$ cat src/rtl/fixed_point_divider.sv
// Sequential signed fixed-point divider: restoring shift-subtract, one quotient bit per cycle,
// truncation toward zero with saturation, valid/ready on both sides.
module fixed_point_divider #(
    parameter int M = 7,
    parameter int Q = 8
) (
    input  logic         clk,
    input  logic         rst,
    input  logic         in_valid,
    output logic         in_ready,
    input  logic [M+Q:0] dividend,
    input  logic [M+Q:0] divisor,
    output logic         out_valid,
    input  logic         out_ready,
    output logic [M+Q:0] quotient,
    output logic         overflow,
    output logic         div_by_zero
);
    localparam int W  = M + Q + 1;
    localparam int NW = W + Q;
    localparam int CW = $clog2(NW + 1);

    typedef enum logic [1:0] {IDLE, CALC, FIX, DONE} state_t;

    state_t          state;
    logic [CW-1:0]   cnt;
    logic [NW-1:0]   num;
    logic [NW-1:0]   qacc;
    logic [W:0]      rem;
    logic [W-1:0]    dvs;
    logic            neg;
    logic            dz;
    logic            dvd_neg;
    logic [W:0]      shifted;
    logic [W:0]      diff;
    logic            ge;

    // Magnitude as unsigned W bits; the most-negative input maps to 2^(W-1).
    function automatic logic [W-1:0] mag(input logic signed [W-1:0] v);
        logic [W-1:0] u;
        u = v;
        return v[W-1] ? (~u + 1'b1) : u;
    endfunction

    // Returns {overflow, signed result} from sign and the raw unsigned quotient magnitude.
    function automatic logic [W:0] saturate(input logic n, input logic [NW-1:0] m);
        logic [NW-1:0] maxp;
        logic [NW-1:0] maxn;
        maxp = {{(Q+1){1'b0}}, {(W-1){1'b1}}};
        maxn = maxp + 1'b1;
        if (!n) begin
            if (m > maxp) return {1'b1, 1'b0, {(W-1){1'b1}}};
            return {1'b0, m[W-1:0]};
        end
        if (m > maxn) return {1'b1, 1'b1, {(W-1){1'b0}}};
        return {1'b0, ~m[W-1:0] + 1'b1};
    endfunction

    assign shifted   = {rem[W-1:0], num[NW-1]};
    assign ge        = shifted >= {1'b0, dvs};
    assign diff      = shifted - {1'b0, dvs};
    assign in_ready  = (state == IDLE);
    assign out_valid = (state == DONE);

    always_ff @(posedge clk or posedge rst) begin
        if (rst) begin
            state       <= IDLE;
            cnt         <= '0;
            num         <= '0;
            qacc        <= '0;
            rem         <= '0;
            dvs         <= '0;
            neg         <= 1'b0;
            dz          <= 1'b0;
            dvd_neg     <= 1'b0;
            quotient    <= '0;
            overflow    <= 1'b0;
            div_by_zero <= 1'b0;
        end else begin
            case (state)
                IDLE: begin
                    if (in_valid) begin
                        num     <= {mag(dividend), {Q{1'b0}}};
                        dvs     <= mag(divisor);
                        neg     <= dividend[W-1] ^ divisor[W-1];
                        dvd_neg <= dividend[W-1];
                        dz      <= (divisor == '0);
                        rem     <= '0;
                        qacc    <= '0;
                        cnt     <= CW'(NW);
                        state   <= (divisor == '0) ? FIX : CALC;
                    end
                end
                CALC: begin
                    rem  <= ge ? diff : shifted;
                    qacc <= {qacc[NW-2:0], ge};
                    num  <= num << 1;
                    cnt  <= cnt - 1'b1;
                    if (cnt == CW'(1)) state <= FIX;
                end
                FIX: begin
                    if (dz) begin
                        quotient    <= dvd_neg ? {1'b1, {(W-1){1'b0}}} : {1'b0, {(W-1){1'b1}}};
                        overflow    <= 1'b0;
                        div_by_zero <= 1'b1;
                    end else begin
                        {overflow, quotient} <= saturate(neg, qacc);
                        div_by_zero          <= 1'b0;
                    end
                    state <= DONE;
                end
                DONE: begin
                    if (out_ready) state <= IDLE;
                end
                default: state <= IDLE;
            endcase
        end
    end
endmodule

$ cat config.mk
export PLATFORM = sky130hd
export DESIGN_NAME = fixed_point_divider
export DESIGN_NICKNAME = d
export VERILOG_FILES = /design/src/rtl/fixed_point_divider.sv
export SDC_FILE = /design/constraint.sdc
export NUM_CORES = 1
export LEC_CHECK = 0
export ABC_AREA = 1
export CAP_MARGIN = 20
export CELL_PAD_IN_SITES_DETAIL_PLACEMENT = 1
export CELL_PAD_IN_SITES_GLOBAL_PLACEMENT = 2
export CORE_AREA = 2 2 95 188
export DETAILED_ROUTE_END_ITERATION = 10
export DIE_AREA = 0 0 97 190
export DONT_BUFFER_PORTS = 1
export PLACE_DENSITY = 0.95
export SYNTH_ARGS = -nofsm -noshare
export SYNTH_HDL_FRONTEND = slang
export SYNTH_SLANG_ARGS = --single-unit
export TNS_END_PERCENT = 10
$ cat constraint.sdc
create_clock -name clk -period 10.9 [get_ports clk]
set_input_delay 3.27 -clock clk [delete_from_list [all_inputs] [get_ports clk]]
set_output_delay 3.27 -clock clk [all_outputs]
set_load 0.01 [all_outputs]
# == After elaboration in Yosys (flattened, before gate mapping) ==
# Cells that the tools add are included.
# totals
ff_bits,108
input_bits,36
output_inout_bits,20
wordCells,74
# op_classes
addsub,5
order_cmp,3
n_eq_ne,7
muxes,37
n_bitwise,4
reduce_logical,6
# ops
cell,n
$mux W17,6
$mux W16,6
$pmux W24 S2,2
$add A16 B1 Y16 const B,3
$mux W24,2
$not A16 Y16,3
$pmux W16 S2,1
$gt A24 B15 Y1 const B,1
$gt A24 B16 Y1 const B,1
$ge A17 B16 Y1,1
$logic_not A16 Y1,1
$sub A16 B16 Y16,1
$mux W1,13
$pmux W5 S2,1
$mux W2,4
$pmux W2 S4,1
$eq A5 B1 Y1 const B,1
$mux W5,1
$sub A5 B1 Y5 const B,1
$eq A2 B2 Y1 const B,2
$ne A2 B2 Y1 const B,2
$reduce_and A2 Y1,2
$reduce_and A3 Y1,1
$eq A2 B1 Y1 const B,1
other kinds (4),4

# == Longest topological paths before layout ==
# Gate-level depths: netlist of the first run.
# logic_depth
ltp_word,11
mapped_depth,14
depth_no_buf,14

# == Least setup slack after synthesis of the first run ==
# OpenSTA, ideal clock, no wires.
# synth_timing
kind,input -> register
start,input port divisor[0]
end,register dvs[14]
setup_time_ps,133
arrival_time_ps,4259
required_time_ps,10767
path_slack_ps,6509
stages,9
n_path_buf,0
path_cell_list,inv_1 -> ha_1 -> nand3_1 -> nor3_1 -> nand3_1 -> nand2_1 -> nand3_1 -> nand3_1 -> o21ai_0
# synth_via
elab_chain_len,3
# synth_lines
item,line_no,rtl
start: declaration,12,"input logic [M+Q:0] divisor,"
$not A16 Y16,42,return v[W-1] ? (~u + 1'b1) : u;
$add A16 B1 Y16,42,
$mux W16,42,
end signal: assignment,84,dvs <= mag(divisor);
end: declaration,30,logic [W-1:0] dvs;
# Every way passes these cells.
# A chain may end at the register's enable or synchronous reset.

# == Worst setup path after layout of the first run ==
# layout_timing
start,input port in_valid
end,register num[23]
# layout_via
elab_chain_len,2
# layout_lines
item,line_no,rtl
start: declaration,9,"input logic in_valid,"
$ne A2 B2 Y1 (no line),--,
$reduce_and A2 Y1 (no line),--,
end signal: assignment,83,"num <= {mag(dividend), {Q{1'b0}}};"
end signal: assignment,97,num <= num << 1;
end: declaration,27,logic [NW-1:0] num;
# Every way passes these cells.

==> flow_summary_export.csv, run 1 <==
group,metric,value,unit
outcome,status,"finished clean",
routing,totalWireLength,18500,um
routing,viasPerCell,5.33,
timing,rsz0062_at_grt,"false",
worst_setup_path,cp_cell_sequence,"nand2_1, o21ai_4, buf_4, inv_2, a21oi_1, o21ai_0, o21a_1",
floorplanning,start_util,39.1,%
job,maxCapViolCount,0,
synth,synth.most_common_cell,"nand2_1",
synth,ys_types,38,
placed_design,dp_cells,1132,
synth,synth-seq-cells,100,
synth,synth_edf_count,0,
timing,worst_pin_slew,0.982,ns
floorplanning,core,17100,um2
clock_tree,tritoncts,"yes",
synth,synthTopCellsByCount,"267 x nand2_1, 138 x inv_1, 100 x dfrtp_1",
worst_setup_path,crit_arrival,5.18,ns
timing,holdWs,0.497,ns
pwr,peakVddDrop,0.135,mV
global_route,grt_pass1_wl,32200,um
timing,setup_violations,0,
worst_setup_path,startpoint_type,"primary input",
routing,vias,6120,
worst_setup_path,crit_path_start,"in_valid",
clock_tree,clockBufferDepth,2,
synth,synth_area_leaders,"dfrtp_1 37%, nand2_1 15%, inv_1 7.7%",
clock_tree,cts.clk_slew.worst_paths,0.06,ns
placed_design,dp_hpwl,14000,um
global_route,grt_overflow,0,
timing,timing.final.crit_share,45.4,%
timing,fin_worst_skew,0.0121,ns
synth,syn_area,6690,um2
pwr,powerDensity,343,nW/um2
timing,drv_slew,0,
floorplanning,rows,68,
floorplanning,die_y,190,um
clock_tree,root_buffer,"clkbuf_16",
final_layout,fin_cells,1148,
timing,worst_slack,5.95,ns
synth,ys_async_sr_fraction,100,%
worst_setup_path,worstSetupPathType,"in2reg",
worst_setup_path,cpPeakStageDelay,0.49,ns
floorplanning,ios,56,
worst_setup_path,slowest_stage,"buf_4",
routing,drtAntennaViolNets,0,
floorplanning,die_area,18400,um2
clock_tree,clk_latency,0.34,ns
worst_hold_path,hold_class,"reg2reg",
routing,remaining_drc_errors,0,
final_layout,final_layout_size_suffix_gt1_share,6.29,%
global_route,antenna_found_initial,0,
synth,yosys.area.top_type,"dfrtp_1",
worst_setup_path,cp_data_required_time,11.13,ns
final_layout,multiInputGateArea,3500,um2
timing,finalCriticalPeriod,4.95,ns
worst_hold_path,hold_start,"num[10]$_DFFE_PP0P_",
synth,seq_area_frac_synth,37.4,%
synth,ys.flop_type,"dfrtp_1",
synth,synth_top_area_share,37.4,%
clock_tree,cts_buffers,9,
global_route,grt_pass1_vias,6672,
synth,syn-num-nets,1011,
timing,relSlewSlack,34.3,%
worst_setup_path,crit_family,"buffers and inverters",
final_layout,final_nets,995,
final_layout,utilization,41.8,%
routing,wl_per_cell,16.1,um
synth,syn_avg_cell_area,7.05,um2
timing,setup_tns,0,ns
routing,drtIter0Drc,189,
placed_design,dp_slack,5.59,ns
clock_tree,cts.sink_count,100,
placed_design,place_congestion,0.875,
worst_setup_path,critPathBufInv,2,
final_layout,antennaDiodeCount,0,
clock_tree,cts-hold-fix-buffers,0,
final_layout,fillCellCount,2192,
clock_tree,h-tree-depth,3,
final_layout,regArea,2500,um2
worst_setup_path,end_kind,"flop",
final_layout,final_cell_area,7140,um2
pwr,fin_total_pwr,2.45,mW
clock_tree,cts.repair.resized,0,
global_route,grtUsageTotal,20.8,%
timing,fmax,0.202,GHz
synth,yosys_warnings,0,
pwr,leakagePower,3.72,nW
floorplanning,die_w,97,um
routing,drt_pass1_iterations,4,
clock_tree,post_cts_buffers,0,
placed_design,numPortBuffers,0,
synth,postSynthCellCount,949,
placed_design,post_dp_cell_area,6840,um2
final_layout,synthToLayoutAreaGrowth,6.67,%
timing,final-hold-violation-count,0,
worst_setup_path,regToRegStartpoint,"state[1]$_DFFE_PP0P_",
global_route,grt_max_degree,72,
worst_setup_path,path_max_fanout,49,
-- state kept, by name, indices dropped and copies added, names as in the netlist --
register	count
rem	16
div_by_zero	1
qacc	24
quotient	16
dvs	16
cnt	5
num	16
neg	1
dz	1
dvd_neg	1
state	2
overflow	1
-- layer usage --
metal | vias to the layer above | share of wire, % | track usage (%)
met2 | 100 | 50 | 36.8
li1 | 3015 | - | -
met4 | 0 | 1.2 | 5.04
met3 | 14 | 3.4 | 2.68
met5 | - | 0 | 0
met1 | 2991 | 46 | 27.0
-- where the power goes --
| part | leakage (nW) | internal [mW] | switching, mW |
|---|---|---|---|
| combinational | 2.30 | 0.490 | 1.01 |
| clock | 0.144 | 0.181 | 0.144 |
| sequential | 1.28 | 0.517 | 0.103 |
| total | 3.72 | 1.19 | 1.26 |
-- logic make-up (layout without fill, tap and decap cells) --
family	after synthesis	after routing	synth area share, %
AO/OA/AOI/OAI	146	146	11.7
XOR/XNOR	26	26	3.40
adder cells (fa/ha/maj)	26	26	4.97
buffers and inverters	174	163	10.4
flip-flops	100	100	37.4
AND/OR/NAND/NOR	477	477	32.1
-- worst register-to-register path: cells and delay by family (launching register included) --
kind / cells / cell delay, ns
DFF: 1 / 0.41
AOI/OAI and AO/OA: 4 / 0.64
adders and majority gates: 1 / 0.68
buffers and inverters: 4 / 1.47
-- path summary, 6_finish.rpt --
check / to / slack, ns / depth (start not counted)
min in group asynchronous: dz$_DFFE_PP0P_ / 2.77 / 1
worst min register to register: num[10]$_DFFE_PP0P_ / 0.50 / 2
worst min-delay path: num[10]$_DFFE_PP0P_ / 0.50 / 2
worst max register to register: num[23]$_DFFE_PP0P_ / 7.60 / 9
max in group asynchronous: qacc[1]$_DFFE_PP0P_ / 6.90 / 2
worst max-delay path: num[23]$_DFFE_PP0P_ / 5.95 / 7
-- final cells by class --
| type | instances | share of cell area, % |
|---|---|---|
| multi-input combinational | 675 | 49.1 |
| sequential | 100 | 35.0 |
| inverter | 143 | 7.55 |
| tap | 210 | 3.68 |
| clock buffer | 10 | 3.21 |
| clock inverter | 6 | 1.02 |
| timing repair buffer | 4 | 0.421 |
-- placed cells by master, fill, tap and decap left out, drive strengths merged, types with 7 or more instances in the layout --
cell type / Yosys / routed
a21oi: 31 / 31
clkbuf: 19 / 10
dfrtp: 100 / 100
ha: 25 / 25
inv: 143 / 145
nand2: 273 / 273
nand3: 106 / 106
nand3b: 7 / 7
nand4: 13 / 13
nor2: 58 / 58
nor3: 12 / 12
o21ai: 82 / 82
o22ai: 26 / 26
or2: 7 / 7
xnor2: 7 / 7
xor2: 19 / 19
Power figures use the tool's default switching activity.
==> inputs of run 2 (changes only) <==
--- a/config.mk
+++ b/config.mk
@@ -9,11 +9,11 @@
 export CAP_MARGIN = 20
 export CELL_PAD_IN_SITES_DETAIL_PLACEMENT = 1
 export CELL_PAD_IN_SITES_GLOBAL_PLACEMENT = 2
-export CORE_AREA = 2 2 95 188
+export CORE_AREA = 2 2 99 196
 export DETAILED_ROUTE_END_ITERATION = 10
-export DIE_AREA = 0 0 97 190
+export DIE_AREA = 0 0 101 198
 export DONT_BUFFER_PORTS = 1
-export PLACE_DENSITY = 0.95
+export PLACE_DENSITY = 0.9
 export SYNTH_ARGS = -nofsm -noshare
 export SYNTH_HDL_FRONTEND = slang
 export SYNTH_SLANG_ARGS = --single-unit
==> constraint.sdc (replaced) <==
create_clock -name clk -period 4.6 [get_ports clk]
set_input_delay 1.38 -clock clk [delete_from_list [all_inputs] [get_ports clk]]
set_output_delay 1.38 -clock clk [all_outputs]
set_load 0.01 [all_outputs]
==> run 2 against run 1 <==
Effect of this change: sequential power up 150%; die area increased by 8.5%; clock skew shrank 0.0041 ns; non-clock buffer count up 1; critical path type is now reg2reg.
==> flow_summary_export.csv, run 2 (synthesized netlist as in run 1, its figures left out) <==
group,metric,value,unit
final_layout,final_cell_area,7240,um2
placed_design,dp_slack,1.54,ns
worst_setup_path,r2r_slack,1.65,ns
timing,timing.final.crit_share,64.1,%
clock_tree,cts_buffers,9,
clock_tree,post_cts_buffers,0,
global_route,grt_pass1_vias,6578,
final_layout,layout_common_cells,"267 x nand2_1, 137 x inv_1, 100 x dfrtp_1, 95 x nand3_1, 74 x o21ai_0",
clock_tree,h-tree-depth,3,
routing,viasPerCell,5.30,
routing,wl_per_cell,18.0,um
final_layout,antennaDiodeCount,0,
timing,setup_violations,0,
clock_tree,cts.repair.resized,0,
placed_design,post_dp_cell_area,6860,um2
routing,drtAntennaViolNets,0,
final_layout,final_layout_size_suffix_gt1_share,6.50,%
global_route,grt_pass1_wl,33700,um
timing,worst_slack,1.65,ns
timing,fin_worst_skew,0.00792,ns
routing,drt_pass1_iterations,4,
clock_tree,clk_latency,0.36,ns
placed_design,place_congestion,0.853,
global_route,grt_overflow,0,
global_route,grtUsageTotal,22.0,%
worst_setup_path,regToRegStartpoint,"state[1]$_DFFE_PP0P_",
placed_design,numPortBuffers,0,
worst_setup_path,crit_arrival,3.21,ns
outcome,status,"finished clean",
clock_tree,root_buffer,"clkbuf_16",
timing,worst_pin_slew,0.848,ns
worst_hold_path,hold_class,"reg2reg",
floorplanning,core,18700,um2
pwr,leakagePower,3.77,nW
job,maxCapViolCount,0,
floorplanning,die_w,101,um
global_route,grt_max_degree,101,
routing,totalWireLength,20800,um
pwr,peakVddDrop,0.408,mV
clock_tree,cts.sink_count,100,
routing,remaining_drc_errors,0,
worst_setup_path,path_max_fanout,24,
timing,finalCriticalPeriod,2.95,ns
clock_tree,tritoncts,"yes",
worst_setup_path,ff2ff_path_depth,7,
worst_setup_path,worstSetupPathType,"reg2reg",
pwr,powerDensity,838,nW/um2
floorplanning,start_util,35.9,%
floorplanning,die_area,20000,um2
timing,holdWs,0.490,ns
timing,drv_slew,0,
final_layout,synthToLayoutAreaGrowth,8.21,%
final_layout,largest_reg_flops,24,
timing,rsz0062_at_grt,"false",
worst_setup_path,cp_data_required_time,4.86,ns
global_route,antenna_found_initial,0,
clock_tree,cts.clk_slew.worst_paths,0.07,ns
timing,relSlewSlack,43.4,%
worst_setup_path,startpoint_type,"flop",
worst_setup_path,crit_path_start,"state[1]$_DFFE_PP0P_",
timing,final-hold-violation-count,0,
placed_design,dp_hpwl,16000,um
final_layout,utilization,38.8,%
final_layout,largest_register,"qacc",
timing,fmax,0.339,GHz
floorplanning,die_y,198,um
worst_setup_path,r2r-end,"qacc[17]$_DFFE_PP0P_",
final_layout,final_nets,996,
final_layout,final_common_cell,"nand2_1",
routing,vias,6140,
clock_tree,cts-hold-fix-buffers,0,
floorplanning,ios,56,
routing,drtIter0Drc,231,
worst_setup_path,end_kind,"flop",
clock_tree,clockBufferDepth,2,
worst_setup_path,crit_end,"qacc[17]$_DFFE_PP0P_",
floorplanning,rows,71,
timing,setup_tns,0,ns
run 2: changes by cell type in the layout (fill, tap and decap cells not counted), sizes merged:
cell      delta
bufinv       +3
buf          +1
clkinv       -1
clkinvlp     -1
inv          -1
run 2: worst min-delay path by stage:
| stage | from | end | slack (ns) | depth (start not counted) |
|---|---|---|---|---|
| floorplan | dvs[11]$_DFFE_PP0P_ | dvs[11]$_DFFE_PP0P_ | 0.45 | 2 |
| global placement | dvs[12]$_DFFE_PP0P_ | dvs[12]$_DFFE_PP0P_ | 0.47 | 2 |
| detailed placement | num[12]$_DFFE_PP0P_ | num[12]$_DFFE_PP0P_ | 0.48 | 2 |
| CTS | dvs[4]$_DFFE_PP0P_ | dvs[4]$_DFFE_PP0P_ | 0.50 | 2 |
| global route | num[13]$_DFFE_PP0P_ | num[13]$_DFFE_PP0P_ | 0.52 | 2 |
| finish | dvs[4]$_DFFE_PP0P_ | dvs[4]$_DFFE_PP0P_ | 0.49 | 2 |
run 2: where the power goes:
part           internal (mW)  total [mW]  switching [mW]  leakage, nW
registers               1.22        1.52           0.297         1.28
clock network          0.603       0.965           0.362        0.183
logic                   1.16        3.58            2.42         2.31
run 2: per-layer routing:
| layer | global-route usage (%) | wire length, um |
|---|---|---|
| met2 | 43.2 | 12100 |
| met4 | 11.8 | 1100 |
| met1 | 21.1 | 7200 |
| met5 | 0 | 0 |
| met3 | 3.04 | 391 |
run 2: through the flow:
stage,power (mW),cells
after floorplan,4.21,949
after global placement,5.05,1141
after detailed placement,5.14,1141
after CTS,6.14,1157
after global routing,6.68,1158
final,6.07,1158
run 2: area by class of cell:
class / count / area (um2)
clock buffer: 10 / 239
clock inverter: 6 / 134
fill: 2366 / 11400
inverter: 143 / 539
multi-input combinational: 675 / 3500
sequential: 100 / 2500
tap: 219 / 274
timing repair buffer: 5 / 50.0
run 2: critical path: stages, from the launching register on:
cell and delay (ns):
dfrtp_1 0.41, inv_1 0.10, ha_1 0.14, buf_4 0.23, inv_1 0.31, nor2_2 0.76, inv_1 0.61, o22ai_1 0.28
==> edit 1, RTL diff (config.mk and constraints of run 1) <==
Encoding of `state_t`: now Gray code (2 bits for 4 states).
--- a/src/rtl/fixed_point_divider.sv
+++ b/src/rtl/fixed_point_divider.sv
@@ -21,5 +21,5 @@
     localparam int CW = $clog2(NW + 1);
 
-    typedef enum logic [1:0] {IDLE, CALC, FIX, DONE} state_t;
+    typedef enum logic [1:0] {IDLE = 2'b00, CALC = 2'b01, FIX = 2'b11, DONE = 2'b10} state_t;
 
     state_t          state;
Formal check against the unedited RTL: same outputs for any inputs over 10 cycles, from zero or initial values and one cycle with rst high; not proved beyond that.
==> edit 1 against run 1 <==
- first-iteration DRC count rose by 40%
- worst setup slack worse by 0.34 ns
- design area down 3.4%
- synthesized area fell by 3.6%
- clock skew down 0.00058 ns
- routed wire length fell by 5.7%
- worst hold slack got worse by 0.011 ns
- total power decreased by 2.5%
- sequential cell count is the same
==> edit 1: results (changes against run 1) <==
outcome: "complete, no violations"
r2r-start: "state[0]"
ys_top_cells_by_count: "nand2_1 (249), inv_1 (106), dfrtp_1 (100)"
worstMarginPinSlew_ns: 0.837  # -0.145 ns
clk_pin_slew_worst_paths_ns: 0.06  # about the same
ys_seq_area_share_pct: 38.8  # +1.4 points
leakage_nw: 3.50  # -6.1%
synth.distinct_cells: 40  # +5.3%
vias_per_cell: 5.30  # -0.58%
r2r_cells: 8  # -1
drive_gt1_share_pct: 5.57  # -0.72 points
synth_nets: 947  # -6.3%
min-delay-start: "cnt[4]"
grt_util_all_layers_pct: 19.2  # -1.6 points
synthTopCellsByArea: "dfrtp_1 (39%), nand2_1 (14%), inv_1 (6.2%), nand3_1 (6.1%), o21ai_0 (4.3%)"
critPathArrivalTime_ns: 5.57  # +0.39 ns
r2r_end: "cnt[4]"
rrSetupSlack_ns: 7.90  # +0.30 ns
nets: 933  # -6.2%
grt_pass1_vias: 6139  # -8.0%
fin_skew_ns: 0.0115  # -0.000577 ns
drt_iter0_markers: 265  # +40%
antennaDiodeCount: 0  # unchanged
place_congestion: 0.801  # -8.5%
crit_path_max_fanout: 34  # -31%
holdPathStages: 1  # -1
irDropWorstVdd_mv: 0.105  # -22%
hold_end: "cnt[4]"
routed_wl_um: 17400  # -5.7%
cts-root-buf: "clkbuf_16"
hpwl_um: 13100  # -6.3%
grt_start_max_net_pins: 84  # +17%
grt_pass1_wl_um: 29500  # -8.3%
edit 1: changes by cell type in the layout (fill, tap and decap cells not counted), moves of 4 or more:
| cell | run 1 | this run |
|---|---|---|
| ha_1 | 25 | 21 |
| nand3_1 | 95 | 79 |
| inv_1 | 137 | 105 |
| o21ai_0 | 74 | 55 |
| nand3_2 | 11 | 2 |
| nor3_1 | 10 | 15 |
| nand3b_1 | 7 | 14 |
| nand2_1 | 267 | 249 |
| o21ai_1 | 7 | 3 |
| nand2_2 | 4 | 10 |
| a22oi_1 | 1 | 13 |
| or2_2 | 6 | 1 |
| nor2_1 | 52 | 66 |
edit 1: metal layers:
metal	track usage (%)	vias up	part of all wire [%]
li1	-	2860	-
met1	24.7	2803	45
met2	33.1	90	50
met3	3.53	24	3.1
met4	5.09	0	1.9
met5	0	-	0
edit 1: critical path: stages:
cell and delay (ns):
nand2_2 0.41, inv_2 0.37, nor2_4 0.71, inv_2 0.39
nand3_1 0.21, a21oi_1 0.08, o21ai_1 0.09
edit 1: stage by stage:
| stage | setup slack, ns | area (um^2) | cells | hold slack [ns] | utilization (%) |
|---|---|---|---|---|---|
| after floorplan | 5.01 | 6450 | 889 | 0.446 | - |
| after CTS | 5.58 | 6870 | 1089 | 0.482 | 40.2 |
| after global placement | 5.31 | 6550 | 1073 | 0.463 | 38.3 |
| after detailed placement | 5.23 | 6550 | 1073 | 0.471 | 38.3 |
| final | 5.61 | 6900 | 1090 | 0.487 | 40.3 |
| after global routing | 5.28 | 6900 | 1090 | 0.517 | 40.3 |
edit 1: area by class of cell:
class / instances / area [um^2]
well taps: 210 / 263
fillers: 2163 / 10200
multi-input cells: 648 / 3350
clock inverters: 4 / 72.6
flip-flops and latches: 100 / 2500
clock buffers: 12 / 246
inverters: 113 / 427
repair buffers: 3 / 42.5
edit 1: worst max path at each step:
stage,to,slack (ns),cells past startpoint
3_3_place_gp,cnt[4],5.31,7
5_1_grt,cnt[4],5.28,7
2_1_floorplan,cnt[0],5.01,1
3_5_place_dp,cnt[4],5.23,7
6_report,cnt[4],5.61,7
4_1_cts,cnt[4],5.58,7
edit 1: power by group:
group          internal (W)  switching (W)  total [W]
Clock              0.000207       0.000139   0.000346
Sequential         0.000520       0.000126   0.000646
Combinational      0.000481       0.000914    0.00139
Total               0.00121        0.00118    0.00239
edit 1: kinds of logic after synthesis:
family	after synthesis	synth area share (%)
AOI/OAI and AO/OA	135	11.9
xor gates and xnor gates	30	4.07
adders and majority gates	22	4.38
buffers and inverters	141	9.31
DFF	100	38.8
and+or+nand+nor	461	31.6
==> edit 2, RTL diff (flow settings as in run 1) <==
Made on the original files. The parameter `Q` goes from 8 to 4.
--- a/src/rtl/fixed_point_divider.sv
+++ b/src/rtl/fixed_point_divider.sv
@@ -3,5 +3,5 @@
 module fixed_point_divider #(
     parameter int M = 7,
-    parameter int Q = 8
+    parameter int Q = 4
 ) (
     input  logic         clk,
Interface: changed (resized dividend, divisor and quotient); port bits go from 56 to 44. No check against the original RTL was run, so the function may have changed too.
==> edit 2 against run 1 <==
- die area stayed put
- routed wire length fell by 27%
- worst setup slack better by 0.26 ns
- cell count decreased by 22%
- sequential cell count shrank 24
- non-clock buffer count down 1
- sequential power fell by 15%
- synthesized area down 25%
- total power fell by 16%
- design area shrank 23%
- combinational power decreased by 19%
- utilization down 9.6 points
- sequential share of layout area shrank 0.46 points
- critical path depth stayed put
==> edit 2: results (changes against run 1) <==
drtPass1Iterations: 4  # unchanged
synth_nets: 737  # -27%
antennaDiodeCount: 0  # unchanged
highest_layer: "met4"
synthTopCellsByArea: "dfrtp_1 (38%), nand2_1 (15%), inv_1 (7.2%), o21ai_0 (5.7%), ha_1 (5.3%)"
synth_xor_xnor_area_share_pct: 4.21  # +0.81 points
ys_top_cells_by_count: "nand2_1 (195), inv_1 (96), dfrtp_1 (76)"
dr_wl_met3_um: 436  # -30%
muxShareOfSynthArea_pct: 0  # unchanged
p_clk_share_pct: 15.6  # +2.3 points
p_seq_w: 0.000528  # -15%
grt_pass1_wl_um: 23100  # -28%
hpwl_um: 10400  # -26%
largest_reg_flops: 16  # -33%
fillerInstances: 2139  # -2.4%
met2_length_um: 6880  # -25%
nets: 732  # -26%
irDropWorstVdd_mv: 0.128  # -5.8%
drt_iter0_markers: 157  # -17%
vias: 4399  # -28%
yosys_warnings: 0  # unchanged
slowest_stage: "inv_1"
fin_util_pct: 32.2  # -9.6 points
yosys.area_share.adder_pct: 5.67  # +0.70 points
leakage_nw: 2.78  # -25%
synth_top_flop_cell: "dfrtp_1"
dpl_cell_area_um2: 5170  # -24%
wl_per_cell_um: 15.0  # -6.9%
synth_compound_area_share_pct: 12.8  # +1.1 points
swShare_pct: 50.0  # -1.4 points
crit_path_max_fanout: 30  # -39%
critPathArrivalTime_ns: 4.90  # -0.28 ns
grt_pass1_vias: 4799  # -28%
place_congestion: 0.808  # -7.7%
drive_gt1_share_pct: 7.14  # +0.85 points
port_buffers: 0  # unchanged
max_slew_margin_pct: 35.4  # +1.1 points
fin_skew_ns: 0.0102  # -0.00189 ns
power.density_nw_per_um2: 374  # +9.1%
wl_met1_um: 5920  # -30%
grt_util_all_layers_pct: 15.2  # -5.6 points
ys_seq_area_share_pct: 38.1  # +0.75 points
grt_start_max_net_pins: 77  # +6.9%
outcome: "complete, no violations"
max_stage_delay_ns: 0.69  # +0.20 ns
==> edit 2: cell types whose count changed in the layout (fill, tap and decap cells not counted), moves of 5 or more <==
cell / change
a21oi_1: -10
dfrtp_1: -24
inv_1: -42
nand2_1: -72
nand3_1: -53
nand3_2: -6
nand3b_1: -6
nand4_1: +5
nor3_1: -7
o21ai_0: -17
o21ai_1: -7
o22ai_1: -9
==> edit 2: final cells by class <==
cell class	count	share of cell area [%]
Clock buffer	11	4.41
Clock inverter	4	1.34
Inverter	100	6.83
Multi-Input combinational cell	492	47.5
Sequential cell	76	34.6
Tap cell	210	4.78
Timing Repair Buffer	3	0.523
==> edit 2: cell families (layout without fill, tap and decap cells) <==
group	Yosys count	count (layout)
AOI/OAI and AO/OA	112	112
xor gates and xnor gates	24	24
adders and majority gates	22	22
buffers and inverters	119	118
DFF	76	76
and+or+nand+nor	334	334
==> edit 2: through the flow <==
stage | setup slack [ns] | std cells
floorplan | 5.69 | 687
global placement | 5.93 | 880
finish | 6.21 | 896
CTS | 6.20 | 895
global route | 5.95 | 896
detailed placement | 5.86 | 880
==> edit 2: path summary, 6_finish.rpt <==
path	from	cells after the start	end	slack (ns)
min in group asynchronous	rst	2	quotient[4]	3.12
worst min register to register	num[5]	2	num[5]	0.49
worst max-delay path	in_valid	7	num[12]	6.21
worst min-delay path	num[5]	2	num[5]	0.49
worst max register to register	state[1]	8	num[10]	8.23
max in group asynchronous	rst	2	rem[5]	7.16
==> edit 2: metal layers <==
layer,vias to the layer above,GRT usage (%)
met2,84,27.6
met1,2109,18.3
li1,2196,-
met3,10,2.39
met5,-,0
met4,0,5.04
==> edit 2: worst register-to-register path, delay by kind of cell, from the launching register on <==
family | cells | cell delay [ns]
compound gates | 3 | 0.52
flops | 1 | 0.40
fa+ha+maj | 1 | 0.46
buf+inv | 4 | 1.12
